## config.mk

```make
export PLATFORM = sky130hd
export DESIGN_NAME = dts_align_ctrl
export DESIGN_NICKNAME = d
export VERILOG_FILES = /design/src/rtl/dts_align_ctrl.sv
export SDC_FILE = /design/constraint.sdc
export NUM_CORES = 1
export LEC_CHECK = 0
export BUFFER_PORTS_ARGS = -buffer_cell sky130_fd_sc_hd__clkbuf_2
export CAP_MARGIN = 20
export CELL_PAD_IN_SITES_DETAIL_PLACEMENT = 1
export CELL_PAD_IN_SITES_GLOBAL_PLACEMENT = 1
export CORE_MARGIN = 5
export CORE_UTILIZATION = 43
export CTS_CLUSTER_SIZE = 30
export DETAILED_ROUTE_END_ITERATION = 8
export PLACE_DENSITY = 0.83
export SETUP_SLACK_MARGIN = 0.02
export SLEW_MARGIN = 20
export SYNTH_ARGS = -nofsm -noshare
export SYNTH_HDL_FRONTEND = slang
export SYNTH_SLANG_ARGS = --single-unit
```

## constraint.sdc

```tcl
create_clock -name clk -period 12.5 [get_ports clk]
set_input_delay 0.625 -clock clk [delete_from_list [all_inputs] [get_ports clk]]
set_output_delay 0.625 -clock clk [all_outputs]
set_load 0.01 [all_outputs]
```

## src/rtl/dts_align_ctrl.sv

```systemverilog
// Sync-alignment controller for N DTS offset FIFOs: measures sync arrival spread and
// pulses delay (or advance, when DTS_ALIGN_ADVANCE_EN is defined) until all streams coincide.
module dts_align_ctrl #(
    parameter int N_STREAMS     = 4,
    parameter int MAX_SKEW      = 31,
    parameter int PULSE_LEN     = 4,
    parameter int SETTLE_CYCLES = 256,
    parameter int TIMEOUT       = 65535,
    parameter int MAX_ITER      = 64
) (
    input  logic                            clk,
    input  logic                            rst_n,
    input  logic                            enable,
    input  logic [N_STREAMS-1:0]            sync_in,
    output logic [N_STREAMS-1:0]            advance,
    output logic [N_STREAMS-1:0]            delay,
    output logic                            aligned,
    output logic                            busy,
    output logic                            fail,
    output logic [1:0]                      fail_code,
    output logic [$clog2(MAX_SKEW+1)-1:0]   skew,
    output logic [15:0]                     realign_count
);

    localparam int SW = $clog2(MAX_SKEW + 1);
    localparam int TW = $clog2(TIMEOUT + 1);
    localparam int IW = $clog2(MAX_ITER + 1);
    localparam int PW = $clog2(2 * PULSE_LEN);
    localparam int CW = $clog2(SETTLE_CYCLES + 1);

    localparam logic [SW-1:0] WIN_LAST  = SW'(MAX_SKEW);
    localparam logic [TW-1:0] TO_LAST   = TW'(TIMEOUT - 1);
    localparam logic [IW-1:0] ITER_MAX  = IW'(MAX_ITER);
    localparam logic [PW-1:0] PC_LAST   = PW'(2 * PULSE_LEN - 1);
    localparam logic [PW-1:0] PULSE_END = PW'(PULSE_LEN);
    localparam logic [CW-1:0] SC_LAST   = CW'(SETTLE_CYCLES - 1);

    typedef enum logic [2:0] {
        S_IDLE, S_MEASURE, S_CORRECT, S_SETTLE, S_LOCKED, S_FAIL
    } state_t;

    state_t               state_q, state_d;
    logic [N_STREAMS-1:0] sync_q;
    logic [N_STREAMS-1:0] sync_rise;
    logic                 started_q, started_d;
    logic [N_STREAMS-1:0] seen_q, seen_d;
    logic [SW-1:0]        win_q, win_d;
    logic [SW-1:0]        win_cur;
    logic [TW-1:0]        to_q, to_d;
    logic [SW-1:0]        t_q [N_STREAMS];
    logic [SW-1:0]        t_d [N_STREAMS];
    logic [SW-1:0]        t_now [N_STREAMS];
    logic [SW-1:0]        t_max, t_min, skew_now;
    logic [IW-1:0]        iter_q, iter_d;
    logic                 prev_zero_q, prev_zero_d;
    logic [PW-1:0]        pc_q, pc_d;
    logic [CW-1:0]        sc_q, sc_d;
    logic [1:0]           fc_q, fc_d;
    logic [SW-1:0]        skew_q, skew_d;
    logic [15:0]          realign_q, realign_d;
    logic [N_STREAMS-1:0] dly_mask_q, dly_mask_d, dly_cand;
    logic [N_STREAMS-1:0] delay_q, delay_d;
    logic                 aligned_q, aligned_d;
    logic                 busy_q, busy_d;
    logic                 fail_q, fail_d;
    logic [1:0]           fail_code_q, fail_code_d;
`ifdef DTS_ALIGN_ADVANCE_EN
    logic [N_STREAMS-1:0] adv_mask_q, adv_mask_d, adv_cand;
    logic [N_STREAMS-1:0] advance_q, advance_d;
`endif

    // Edges landing in the window's first cycle share t=0, later ones take the running count.
    assign win_cur = started_q ? win_q : '0;

    genvar gi;
    generate
        for (gi = 0; gi < N_STREAMS; gi++) begin : g_stream
            assign sync_rise[gi] = sync_in[gi] & ~sync_q[gi];
            assign t_now[gi]     = (sync_rise[gi] && !seen_q[gi]) ? win_cur : t_q[gi];
`ifdef DTS_ALIGN_ADVANCE_EN
            if (gi == 0) begin : g_ref
                assign adv_cand[gi] = 1'b0;
                assign dly_cand[gi] = 1'b0;
            end else begin : g_follow
                assign adv_cand[gi] = t_now[gi] > t_now[0];
                assign dly_cand[gi] = t_now[gi] < t_now[0];
            end
`else
            assign dly_cand[gi] = t_now[gi] < t_max;
`endif
        end
    endgenerate

    always_comb begin
        t_max = '0;
        t_min = '1;
        for (int i = 0; i < N_STREAMS; i++) begin
            if (t_now[i] > t_max) t_max = t_now[i];
            if (t_now[i] < t_min) t_min = t_now[i];
        end
        skew_now = t_max - t_min;
    end

    // State register, including the registered outputs.
    always_ff @(posedge clk or negedge rst_n) begin
        if (!rst_n) begin
            state_q     <= S_IDLE;
            sync_q      <= '0;
            started_q   <= 1'b0;
            seen_q      <= '0;
            win_q       <= '0;
            to_q        <= '0;
            for (int i = 0; i < N_STREAMS; i++) t_q[i] <= '0;
            iter_q      <= '0;
            prev_zero_q <= 1'b0;
            pc_q        <= '0;
            sc_q        <= '0;
            fc_q        <= '0;
            skew_q      <= '0;
            realign_q   <= '0;
            dly_mask_q  <= '0;
            delay_q     <= '0;
            aligned_q   <= 1'b0;
            busy_q      <= 1'b0;
            fail_q      <= 1'b0;
            fail_code_q <= '0;
`ifdef DTS_ALIGN_ADVANCE_EN
            adv_mask_q  <= '0;
            advance_q   <= '0;
`endif
        end else begin
            state_q     <= state_d;
            sync_q      <= sync_in;
            started_q   <= started_d;
            seen_q      <= seen_d;
            win_q       <= win_d;
            to_q        <= to_d;
            for (int i = 0; i < N_STREAMS; i++) t_q[i] <= t_d[i];
            iter_q      <= iter_d;
            prev_zero_q <= prev_zero_d;
            pc_q        <= pc_d;
            sc_q        <= sc_d;
            fc_q        <= fc_d;
            skew_q      <= skew_d;
            realign_q   <= realign_d;
            dly_mask_q  <= dly_mask_d;
            delay_q     <= delay_d;
            aligned_q   <= aligned_d;
            busy_q      <= busy_d;
            fail_q      <= fail_d;
            fail_code_q <= fail_code_d;
`ifdef DTS_ALIGN_ADVANCE_EN
            adv_mask_q  <= adv_mask_d;
            advance_q   <= advance_d;
`endif
        end
    end

    // Next-state logic.
    always_comb begin
        state_d     = state_q;
        started_d   = started_q;
        seen_d      = seen_q;
        win_d       = win_q;
        to_d        = to_q;
        for (int i = 0; i < N_STREAMS; i++) t_d[i] = t_q[i];
        iter_d      = iter_q;
        prev_zero_d = prev_zero_q;
        pc_d        = pc_q;
        sc_d        = sc_q;
        fc_d        = fc_q;
        skew_d      = skew_q;
        realign_d   = realign_q;
        dly_mask_d  = dly_mask_q;
`ifdef DTS_ALIGN_ADVANCE_EN
        adv_mask_d  = adv_mask_q;
`endif
        if (!enable) begin
            state_d = S_IDLE;
            fc_d    = 2'd0;
        end else begin
            case (state_q)
                S_IDLE: begin
                    state_d     = S_MEASURE;
                    iter_d      = '0;
                    prev_zero_d = 1'b0;
                end
                S_MEASURE: begin
                    for (int i = 0; i < N_STREAMS; i++) t_d[i] = t_now[i];
                    seen_d = seen_q | sync_rise;
                    if (!started_q) begin
                        if (|sync_rise) begin
                            started_d = 1'b1;
                            win_d     = SW'(1);
                        end else if (to_q == TO_LAST) begin
                            state_d = S_FAIL;
                            fc_d    = 2'd1;
                        end else begin
                            to_d = to_q + 1'b1;
                        end
                    end else begin
                        win_d = win_q + 1'b1;
                        if (win_q == WIN_LAST) begin
                            if (!(&seen_d)) begin
                                state_d = S_FAIL;
                                fc_d    = 2'd2;
                            end else if (skew_now == '0) begin
                                skew_d = '0;
                                if (prev_zero_q) begin
                                    state_d = S_LOCKED;
                                end else begin
                                    state_d     = S_SETTLE;
                                    prev_zero_d = 1'b1;
                                end
                            end else begin
                                skew_d      = skew_now;
                                prev_zero_d = 1'b0;
                                if (iter_q >= ITER_MAX) begin
                                    state_d = S_FAIL;
                                    fc_d    = 2'd3;
                                end else begin
                                    state_d    = S_CORRECT;
                                    iter_d     = iter_q + 1'b1;
                                    dly_mask_d = dly_cand;
`ifdef DTS_ALIGN_ADVANCE_EN
                                    adv_mask_d = adv_cand;
`endif
                                end
                            end
                        end
                    end
                end
                S_CORRECT: begin
                    pc_d = pc_q + 1'b1;
                    if (pc_q == PC_LAST) state_d = S_SETTLE;
                end
                S_SETTLE: begin
                    sc_d = sc_q + 1'b1;
                    if (sc_q == SC_LAST) state_d = S_MEASURE;
                end
                S_LOCKED: begin
                    // A partial frame opens a window; leave once it is fully consumed.
                    if (!started_q) begin
                        if (|sync_rise && !(&sync_rise)) begin
                            started_d = 1'b1;
                            seen_d    = sync_rise;
                            win_d     = SW'(1);
                        end
                    end else begin
                        seen_d = seen_q | sync_rise;
                        win_d  = win_q + 1'b1;
                        if ((&seen_d) || (win_q == WIN_LAST)) begin
                            state_d     = S_MEASURE;
                            iter_d      = '0;
                            prev_zero_d = 1'b0;
                            if (realign_q != 16'hFFFF) realign_d = realign_q + 16'd1;
                        end
                    end
                end
                S_FAIL: begin
                    state_d = S_FAIL;
                end
                default: begin
                    state_d = S_IDLE;
                end
            endcase
        end
        if (state_d != state_q) begin
            started_d = 1'b0;
            seen_d    = '0;
            win_d     = '0;
            to_d      = '0;
            pc_d      = '0;
            sc_d      = '0;
        end
    end

    // Output logic, looking at the next state so every output lands with its state.
    always_comb begin
        aligned_d   = (state_d == S_LOCKED);
        busy_d      = (state_d == S_MEASURE) || (state_d == S_CORRECT) || (state_d == S_SETTLE);
        fail_d      = (state_d == S_FAIL);
        fail_code_d = (state_d == S_FAIL) ? fc_d : 2'd0;
        delay_d     = ((state_d == S_CORRECT) && (pc_d < PULSE_END)) ? dly_mask_d : '0;
`ifdef DTS_ALIGN_ADVANCE_EN
        advance_d   = ((state_d == S_CORRECT) && (pc_d < PULSE_END)) ? adv_mask_d : '0;
`endif
    end

`ifdef DTS_ALIGN_ADVANCE_EN
    assign advance = advance_q;
`else
    assign advance = '0;
`endif
    assign delay         = delay_q;
    assign aligned       = aligned_q;
    assign busy          = busy_q;
    assign fail          = fail_q;
    assign fail_code     = fail_code_q;
    assign skew          = skew_q;
    assign realign_count = realign_q;

endmodule

```

==> flow_summary.yaml <==
outcome:
  status: "completed"
floorplan:
  die-area_um2: 18900
  core_um2: 15900
  rows: 46
  io_pins: 41
  dieHeight_um: 138
  die_w_um: 138
  start_util: 0.439
global_routing:
  grt_pass1_wl_um: 30300
  overflow: 0
  grt.total_usage: 0.201
  grt_pass1_vias: 5980
  grt_max_degree: 68
  antenna_found_initial: 0
worst_setup_path:
  setup.worst_path.end_class: "register"
  reg2reg_from: "seen_q[0]$_DFFE_PN0P_"
  worstPathRequired_ns: 12.76
  max_stage_delay_ns: 0.58
  critPathLaunchType: "register"
  cp_slowest_cell: "o21ai_0"
  worst_ep_arrival_time_ns: 10.13
  ff2ff_setup_slack_ns: 2.63
  r2r-end: "win_q[0]$_DFFE_PN0P_"
  r2r_cells: 33
  cp_common_cell: "ha_1"
  crit_type: "register to register"
  path_max_fanout: 37
sta:
  setup_tns_ns: 0
  rsz0062_at_grt: "false"
  period_minus_slack_ns: 9.87
  fin_ws_ns: 2.63
  fmax_mhz: 101
  setup_violations: 0
  tightestPinTransition_ns: 0.967
  slew_headroom: 0.348
  final_max_slew_viol_count: 0
  period_share: 0.789
  whs_ns: 0.239
  hold_violations: 0
  skew_ns: 0.0122
placement:
  io_buffers: 36
  hpwl_um: 13300
  place_ws_ns: 2.33
  place_congestion: 0.922
clocking:
  worstSkewPairLatency_ns: 0.36
  path_clk_slew_ns: 0.08
  cts_tree: "built"
  cts_sinks: 109
  root_buffer: "clkbuf_16"
  clockBufferDepth: 2
  post_cts_resize_count: 0
  cts_max_level: 3
  ctsHoldBuffers: 0
  postCtsSetupBuffers: 0
  cts_buffers: 9
drt:
  drtPass1Iterations: 4
  drtIter0Drc: 353
  drc: 0
  vias_per_cell: 5.55
  antenna_left: 0
  routed.top_layer: "met4"
  dr_wl_met2_um: 9170
  wl_met3_um: 428
  drt-wirelength-per-cell_um: 18.1
  vias: 5528
  wl_met1_um: 8160
  drt_wl_total_um: 18000
synth:
  syn-cell-area_um2: 6990
  yosysMostFrequentCell: "dfrtp_1"
  synth-edff-count: 0
  ys_seq_area_frac: 0.390
  synthArstFlopShare: 1.00
  syn_inst: 747
  yosys-top-cells-area: "dfrtp_1 (39%), ha_1 (10%), nor2_1 (4.7%)"
  synth_top_cell_by_area: "dfrtp_1"
  syn_avg_cell_area_um2: 9.36
  yosys_warnings: 0
  synth_common_cells: "dfrtp_1 (109), nor2_1 (88), nand2_1 (74)"
  ys_types: 74
  synth_top_area_share: 0.390
  ys.flop_type: "dfrtp_1"
  synth-seq-cells: 109
layout:
  regArea_um2: 2730
  nNetsFinal: 841
  syn_to_final_growth_pct: 9.70
  n_antenna_cell: 0
  drive_gt1_frac: 0.131
  multi_input_area_um2: 4010
  nFillCells: 1870
pwr:
  p_per_area_nw_per_um2: 275
  ir_drop_v: 0.000181
  p_leak_uw: 0.00358
flow_run:
  drv_cap: 0
worst_hold_path:
  hp-class: "primary input to asynchronous set/reset pin"
==> where the power goes <==
group | switching [uW] | leakage, uW | total, uW | internal (uW)
combinational | 837 | 0.00198 | 1390 | 555
sequential | 29.5 | 0.00146 | 415 | 386
clock | 143 | 0.000147 | 303 | 160
==> through the flow <==
| step | area, um2 | power, uW | instances | util |
|---|---|---|---|---|
| detailed placement | 7350 | 1800 | 980 | 0.461 |
| CTS | 7670 | 2120 | 996 | 0.481 |
| floorplan | 7000 | 1480 | 750 | - |
| finish | 7670 | 2110 | 996 | 0.481 |
| global route | 7670 | 2310 | 996 | 0.481 |
| global placement | 7350 | 1750 | 980 | 0.461 |
==> critical path: cells and delay by family, from the launching register on <==
| kind | cells | cell delay (ns) |
|---|---|---|
| AOI/OAI and AO/OA | 15 | 4.60 |
| xor gates and xnor gates | 1 | 0.25 |
| adders and majority gates | 5 | 1.58 |
| buffers and inverters | 2 | 0.25 |
| DFF | 1 | 0.41 |
| muxes | 3 | 0.93 |
| and+or+nand+nor | 7 | 1.72 |
==> per-layer routing <==
layer | track usage | vias to the layer above
li1 | - | 2680
met1 | 0.265 | 2767
met2 | 0.341 | 59
met3 | 0.0362 | 22
met4 | 0.0504 | 0
met5 | 0 | -
==> final cells by class <==
class                   count  area share
well taps                 216      0.0352
multi-input cells         578       0.522
inverters                  37      0.0181
flip-flops and latches    109       0.356
repair buffers             40      0.0277
clock buffers               9      0.0294
clock inverters             7      0.0117
==> placed cells by master (no fill, tap or decap), types with 4 or more instances in the layout <==
master and count:
dfrtp_1 109, nor2_1 88, nand2_1 74, ha_1 58, a21oi_1 53, o21ai_0 35, clkbuf_2 35, inv_1 34
nand3_1 24, xnor2_1 22, xor2_1 22, mux2_2 16, nand4_1 15, and3_1 14, nor2b_1 11, nor3_1 10
clkbuf_16 9, a21o_1 8, o21a_1 7, a211oi_1 7, nand2b_1 7, and2_1 6, mux2i_1 6, or3b_1 5
a32oi_1 5, buf_4 5, and2_0 4, or3_1 4, conb_1 4
==> kinds of logic after synthesis <==
family	synth area share
simple gates	0.197
compound gates	0.156
flops	0.390
buf+inv	0.0394
fa+ha+maj	0.107
xor+xnor	0.0574
mux	0.0524
other cells	0.000536
==> worst max path at each step <==
stage / endpoint / slack, ns / cells past startpoint / from
after floorplan: fail_code[1]$_DFF_PN0_ / 4.18 / 33 / sync_in[1]
after global placement: to_q[1]$_DFFE_PN0P_ / 2.69 / 33 / sync_in[1]
after detailed placement: win_q[0]$_DFFE_PN0P_ / 2.33 / 33 / sync_in[1]
after CTS: win_q[0]$_DFFE_PN0P_ / 2.58 / 32 / started_q$_DFFE_PN0P_
after global routing: to_q[1]$_DFFE_PN0P_ / 1.73 / 33 / started_q$_DFFE_PN0P_
final: win_q[0]$_DFFE_PN0P_ / 2.63 / 33 / seen_q[0]$_DFFE_PN0P_
==> flip-flops by register name, indices dropped and copies added (netlist names), 4 cells and up <==
register and cells:
to_q 16, dly_mask_q 4, win_q 5, iter_q 7
skew 5, realign_count 16, sc_q 9, seen_q 4
delay 4, sync_q 4, t_q 20
(Power assumes the default switching activity.)
